File: config.mk
export PLATFORM = sky130hd
export DESIGN_NAME = led_slot_decoder
export DESIGN_NICKNAME = d
export VERILOG_FILES = /design/src/rtl/led_slot_decoder.sv
export SDC_FILE = /design/constraint.sdc
export NUM_CORES = 1
export LEC_CHECK = 0
export ABC_AREA = 1
export CORE_ASPECT_RATIO = 1.2
export CORE_MARGIN = 4
export CORE_UTILIZATION = 49
export CTS_BUF_LIST = sky130_fd_sc_hd__clkbuf_16
export DETAILED_ROUTE_END_ITERATION = 8
export GPL_TIMING_DRIVEN = 0
export PLACE_DENSITY = 0.81
export RECOVER_POWER = 50
export SLEW_MARGIN = 30
export SYNTH_ARGS = -nofsm -noshare
export SYNTH_HDL_FRONTEND = slang
export SYNTH_SLANG_ARGS = --single-unit
File: constraint.sdc
create_clock -name CLOCK_50 -period 2.29 [get_ports CLOCK_50]
set_input_delay 0.229 -clock CLOCK_50 [delete_from_list [all_inputs] [get_ports CLOCK_50]]
set_output_delay 0.229 -clock CLOCK_50 [all_outputs]
set_load 0.02 [all_outputs]
File: src/rtl/led_slot_decoder.sv
// led_slot_decoder: scans 12 LED-code slots into a one-hot shadow frame
// and commits each finished frame atomically; optional LED_SLOT_ERR_EN.
module led_slot_decoder #(
   parameter int SCAN_DIV = 50
) (
   input  logic        CLOCK_50,
   input  logic        resetn,
   input  logic        enable,
   input  logic [3:0]  LEDnum1,
   input  logic [3:0]  LEDnum2,
   input  logic [3:0]  LEDnum3,
   input  logic [3:0]  LEDnum4,
   input  logic [3:0]  LEDnum5,
   input  logic [3:0]  LEDnum6,
   input  logic [3:0]  LEDnum7,
   input  logic [3:0]  LEDnum8,
   input  logic [3:0]  LEDnum9,
   input  logic [3:0]  LEDnum10,
   input  logic [3:0]  LEDnum11,
   input  logic [3:0]  LEDnum12,
   output logic [11:0] led,
   output logic        frame_done,
   output logic        err
);

   localparam int DW = (SCAN_DIV > 1) ? $clog2(SCAN_DIV) : 1;
   localparam logic [DW-1:0] DIV_LAST = DW'(SCAN_DIV - 1);
   localparam logic [3:0] IDX_LAST = 4'd11;

   localparam logic [1:0] S_IDLE   = 2'd0;
   localparam logic [1:0] S_SCAN   = 2'd1;
   localparam logic [1:0] S_COMMIT = 2'd2;

   logic [1:0]    state;
   logic [3:0]    idx;
   logic [DW-1:0] div;
   logic [11:0]   shadow;
   logic [3:0]    code;
   logic          code_ok;
   logic [11:0]   code_bit;
   logic          sample;

   // select the slot addressed by the current scan index
   always_comb begin
      code = 4'd0;
      case (idx)
         4'd0:    code = LEDnum1;
         4'd1:    code = LEDnum2;
         4'd2:    code = LEDnum3;
         4'd3:    code = LEDnum4;
         4'd4:    code = LEDnum5;
         4'd5:    code = LEDnum6;
         4'd6:    code = LEDnum7;
         4'd7:    code = LEDnum8;
         4'd8:    code = LEDnum9;
         4'd9:    code = LEDnum10;
         4'd10:   code = LEDnum11;
         4'd11:   code = LEDnum12;
         default: code = 4'd0;
      endcase
   end

   // decode the selected code to a one-hot LED bit; 0 and 13..15 light nothing
   always_comb begin
      code_ok  = (code != 4'd0) && (code <= 4'd12);
      code_bit = 12'd0;
      if (code_ok)
         code_bit = 12'd1 << (code - 4'd1);
      sample = (state == S_SCAN) && enable && (div == DIV_LAST);
   end

   // scan sequencer, shadow accumulation and atomic frame commit
   always_ff @(posedge CLOCK_50 or negedge resetn) begin
      if (!resetn) begin
         state      <= S_IDLE;
         idx        <= 4'd0;
         div        <= '0;
         shadow     <= 12'd0;
         led        <= 12'd0;
         frame_done <= 1'b0;
      end else begin
         frame_done <= 1'b0;
         case (state)
            S_IDLE: begin
               if (enable) begin
                  state  <= S_SCAN;
                  idx    <= 4'd0;
                  div    <= '0;
                  shadow <= 12'd0;
               end
            end
            S_SCAN: begin
               if (!enable) begin
                  // abort: partial frame is thrown away, led keeps last frame
                  state  <= S_IDLE;
                  idx    <= 4'd0;
                  div    <= '0;
                  shadow <= 12'd0;
               end else if (div == DIV_LAST) begin
                  shadow <= shadow | code_bit;
                  div    <= '0;
                  if (idx == IDX_LAST) begin
                     state <= S_COMMIT;
                     idx   <= 4'd0;
                  end else begin
                     idx <= idx + 4'd1;
                  end
               end else begin
                  div <= div + 1'b1;
               end
            end
            S_COMMIT: begin
               led        <= shadow;
               frame_done <= 1'b1;
               shadow     <= 12'd0;
               idx        <= 4'd0;
               div        <= '0;
               state      <= enable ? S_SCAN : S_IDLE;
            end
            default: begin
               state  <= S_IDLE;
               idx    <= 4'd0;
               div    <= '0;
               shadow <= 12'd0;
            end
         endcase
      end
   end

`ifdef LED_SLOT_ERR_EN
   logic code_bad;

   // codes 13..15 at a sample point are illegal on the bus
   always_comb code_bad = (code > 4'd12);

   // sticky error flag, cleared only by reset
   always_ff @(posedge CLOCK_50 or negedge resetn) begin
      if (!resetn)
         err <= 1'b0;
      else if (sample && code_bad)
         err <= 1'b1;
   end
`else
   logic unused_sample;

   assign unused_sample = sample;
   assign err = 1'b0;
`endif

endmodule
# [Word-level counts from Yosys, hierarchy flattened]
# Cells that the tools add are included.
[classes] add_sub_neg=3 order_cmp=1 n_eq_ne=17 n_shift=1 muxes=22 bitwise=1 n_reduce_logical=6
[ops] op="2-to-1 mux 12 bit" count=4
[ops] op="case mux 4 bit (12 select lines)" count=1
[ops] op="case mux 12 bit (2 select lines)" count=1
[ops] op="2-to-1 mux 6 bit" count=3
[ops] op="equality test 4 x 3 -> 1 bit, second input constant" count=4
[ops] op="equality test 4 bit, second input constant" count=4
[ops] op="2-to-1 mux 4 bit" count=4
[ops] op="bitwise OR 12 bit" count=1
[ops] op="case mux 6 bit (2 select lines)" count=1
[ops] op="left shift 1 x 4 -> 12 bit, first input constant" count=1
[ops] op="equality test 4 x 2 -> 1 bit, second input constant" count=2
[ops] op="2-to-1 mux 2 bit" count=4
[ops] op="case mux 4 bit (2 select lines)" count=1
[ops] op="adder 6 x 1 -> 6 bit, second input constant" count=1
[ops] op="equality test 6 bit, second input constant" count=1
[ops] op="!= test 3 x 2 -> 1 bit, second input constant" count=2
[ops] op="case mux 2 bit (3 select lines)" count=1
[ops] op="adder 4 x 1 -> 4 bit, second input constant" count=1
[ops] op="equality test 4 x 1 -> 1 bit, second input constant" count=1
[ops] op="<= comparator 4 bit, second input constant" count=1
[ops] op="logical NOT 4 bit" count=1
[ops] op="nonzero test 4 bit" count=1
[ops] op="subtractor 4 x 1 -> 4 bit, second input constant" count=1
[ops] op="AND reduction 3 bit" count=1
[ops] op="7 further kinds" count=8
[word_totals] regBits=37 input_bits=51 output_inout_bits=14 word_cells=57

# [Logic depth before layout (Yosys ltp)]
[logic_depth] word_depth=9 depth_mapped=13 mapped_depth_nobuf=13

# [Least setup slack after synthesis]
# Ideal clock, no wire load.
[synth_path] path_kind="flip-flop to flip-flop" from="reg idx[0]" to="reg shadow[11]" setup_ps=78 arrival_time_ps=1682 t_required_ps=2212 path_slack_ps=531 path_stages_with_launch=13 synth_period_minus_slack_ps=1759 path_cell_list="dfrtp_1 inv_1 ha_1 buf_2 nand3_1 nand2_1 nor2_1 nand3_4 clkinv_2 nand2_2 nor3_2 nand2_1 a21oi_1"
[synth_via] elab_chain_cells=9 word_cells_on_any_way=23
[synth_lines] item="from (decl)" line_no="35" rtl="logic [3:0] idx;"
[synth_lines] item="from (signal assigned)" line_no="106" rtl="idx <= idx + 4'd1;"
[synth_lines] item="equality test 4 bit, or another cell as far along" line_no="46" rtl="case (idx)"
[synth_lines] item="case mux 4 bit (12 select lines) (*)" line_no="46"
[synth_lines] item="subtractor 4 x 1 -> 4 bit, or another cell as far along" line_no="68" rtl="code_bit = 12'd1 << (code - 4'd1);"
[synth_lines] item="left shift 1 x 4 -> 12 bit / logical AND 1 bit (equally long branches)" line_no="68, 65"
[synth_lines] item="2-to-1 mux 12 bit (*)" line_no="67" rtl="if (code_ok)"
[synth_lines] item="bitwise OR 12 bit (*)" line_no="100" rtl="shadow <= shadow | code_bit;"
[synth_lines] item="2-to-1 mux 12 bit (*)" line_no="99" rtl="end else if (div == DIV_LAST) begin"
[synth_lines] item="2-to-1 mux 12 bit (*)" line_no="93" rtl="if (!enable) begin"
[synth_lines] item="case mux 12 bit (2 select lines) (*)" line_no="83" rtl="case (state)"
[synth_lines] item="to (signal assigned)" line_no="100"
[synth_lines] item="to (decl)" line_no="37" rtl="logic [11:0] shadow;"
# Mark *: on every way between the ends. The rest lies on a longest branch, timed or not. The select of a mux whose other input is x is not followed.
# A chain may end at the register's enable or synchronous reset.

# [Worst setup path in the final report]
[layout_path] from="reg idx[0]" to="reg shadow[3]"
# The elaborated chain is that of the path after synthesis.

==> impl_metrics.toml <==
[drt]
ant_nets = 0
viasPerCell = 5.40
wl_per_cell_um = 14.0
vias = 2440
drc = 0
totalWireLength_um = 6330
drtIter0Drc = 119
drtPass1Iterations = 4

[synth]
seq_area_frac_synth = 0.377
synth_cell_types = 30
syn_nets = 378
avgSynthCellArea_um2 = 7.65
synthCells = 321
synth_seq_cells = 37
syn_area_um2 = 2450
synth_warnings = 0

[floorplanning]
ios = 65
fp.dieArea_um2 = 6210
rows = 27
initial_core_util = 0.519
die_w_um = 72.6
coreArea_um2 = 4730
die_y_um = 85.5

[worst_hold_path]
min-delay-start = "div[5]"
min_path_cells = 1
hold_end = "div[5]"
hp-class = "reg -> reg"

[global_routing]
grt_max_degree = 26
grtUsageMet1 = 0.239
grt-ovfl-total = 0
grt_pass1_wl_um = 10800
grt_most_used_layer = "met2"
grt_util_met2 = 0.401
grt_util_met3 = 0.0434
antenna_found_initial = 0
grt_pass1_vias = 2469
gr-usage-all-layers = 0.220

[sta]
fin_crit_ns = 2.19
max_slew.worst_pin.slew_ns = 0.661
tns_ns = 0
finalCritPeriodShare = 0.954
max_freq_mhz = 458
slew_viol_final = 0
finalSetupViolCount = 0
rsz0062_at_grt = "no"
max_slew_margin = 0.559
holdWs_ns = 0.460
hold_viol_final = 0
fin_worst_skew_ns = 0.00305

[final_layout]
fill_cells = 399
final_nets = 450
layout_common_cells = "nand2_1 (68), clkdlybuf4s50_1 (59), inv_1 (37), dfrtp_1 (37), nand3_1 (31)"
area_delta_synth_final_pct = 35.9
final_common_cell = "nand2_1"
layout-drive-gt1-share = 0.140
diodes = 0

[clock_tree]
h-tree-depth = 2
cts_buffer_depth = 2
numCtsBuffers = 5
insertion_delay_ns = 0.28
cts.sinks = 37
clk_transition_reported_paths_ns = 0.06
cts_root_buf = "clkbuf_16"
cts_resized = 0
tritoncts = "done"

[critical_path]
r2r-start = "idx[0]"
critPathCaptureType = "flop"
reg2reg_slack_ns = 0.10
crit_required_ns = 2.50
r2r_end = "shadow[3]"
criticalPathCategory = "reg -> reg"
ff2ff_path_depth = 12
crit_arrival_ns = 2.39
max_stage_delay_ns = 0.40
crit_path_top_delay_cell = "dfrtp_1"
crit_top_cell = "nand2_1"
cp_cell_sequence = "inv_1 -> ha_1 -> buf_2 -> nand4_1 -> nand2_1 -> nor2_1 -> nand2_1 -> nor2_2 -> nand2_2 -> nor3_2 -> nand2_1 -> a21oi_1"
start_kind = "flop"
crit_fanout = 10

[placement]
port_buffers = 63
dpl.hpwl_um = 4950
gp_congestion = 0.863

[pwr]
p_leak_nw = 1.55
peakVddDrop_uv = 541
p_per_area_nw_per_um2 = 994

[run_status]
status = "completed"

[job]
drv_cap = 0
[power breakdown]
| part | internal, mW | switching (mW) | total, mW |
|---|---|---|---|
| Combinational | 0.585 | 1.03 | 1.61 |
| Clock | 0.515 | 0.275 | 0.790 |
| Sequential | 0.812 | 0.103 | 0.914 |
[flip-flops by register name, summed over array words and instances, names as in the netlist]
name,flops
shadow,12
div,6
frame_done,1
state,2
idx,4
led,12
[routing by layer]
metal  share of wire  vias to the layer above
met5               0                        -
met3           0.061                       19
li1                -                     1208
met1            0.38                     1116
met4           0.034                        0
met2            0.53                       97
[worst max-delay path: cells and delay by family (launching register included)]
kind / cells / cell delay, ns
simple gates: 8 / 1.01
fa+ha+maj: 1 / 0.24
buf+inv: 2 / 0.31
flops: 1 / 0.40
compound gates: 1 / 0.13
[Yosys cell counts, drive strengths merged]
| master | count | share of area |
|---|---|---|
| nor2 | 31 | 0.081 |
| clkbuf | 2 | 0.0031 |
| ha | 6 | 0.031 |
| inv | 42 | 0.064 |
| buf | 10 | 0.032 |
| clkinv | 1 | 0.0020 |
| o21ai | 23 | 0.047 |
| nand3 | 40 | 0.11 |
| dfrtp | 37 | 0.38 |
| o21a | 1 | 0.0031 |
| nor3 | 6 | 0.014 |
| o31ai | 1 | 0.0031 |
| a22oi | 1 | 0.0031 |
| nand4 | 29 | 0.074 |
| a21oi | 13 | 0.027 |
| nand2 | 76 | 0.13 |
| conb | 1 | 0.0015 |
| nor3b | 1 | 0.0031 |
[per-stage QoR]
stage	total power [mW]	cells	setup WS [ns]	instance area [µm²]	util
floorplan	2.01	321	0.531	2450	-
global placement	2.47	442	0.165	3160	0.668
detailed placement	2.53	443	0.132	3170	0.671
CTS	3.33	452	0.131	3350	0.709
global route	3.55	452	0.00376	3340	0.705
finish	3.32	452	0.105	3340	0.705
[how the worst max path moves through the flow]
stage | from | endpoint | slack, ns | cells after the start
3_5_place_dp | enable | shadow[3] | 0.13 | 10
4_1_cts | idx[0] | shadow[3] | 0.13 | 12
2_1_floorplan | idx[0] | shadow[11] | 0.53 | 12
5_1_grt | idx[0] | shadow[3] | 0.004 | 12
3_3_place_gp | enable | shadow[3] | 0.17 | 10
6_report | idx[0] | shadow[3] | 0.10 | 12
[cell type report]
class,instances,area [µm²],share of cell area
Buffer,12,85.1,0.0255
Sequential cell,37,926,0.278
Clock inverter,3,46.3,0.0139
Inverter,43,163,0.0488
Multi-Input combinational cell,229,1280,0.383
Timing Repair Buffer,65,639,0.192
Clock buffer,5,125,0.0375
Tap cell,58,72.6,0.0218
[timing repair]
action,4_1_cts,5_1_grt
hold buffers,1,0
endpoints found under the setup margin,0,0
endpoints found under the hold margin,12,0
setup buffers,0,0
[kinds of logic (layout without fill, tap and decap cells)]
kind of cell,Yosys count,after routing,synth area share
other cells,1,1,0.00153
flops,37,37,0.377
simple gates,183,183,0.407
compound gates,39,39,0.0826
fa+ha+maj,6,6,0.0306
buf+inv,55,128,0.101
(Power assumes the default switching activity.)
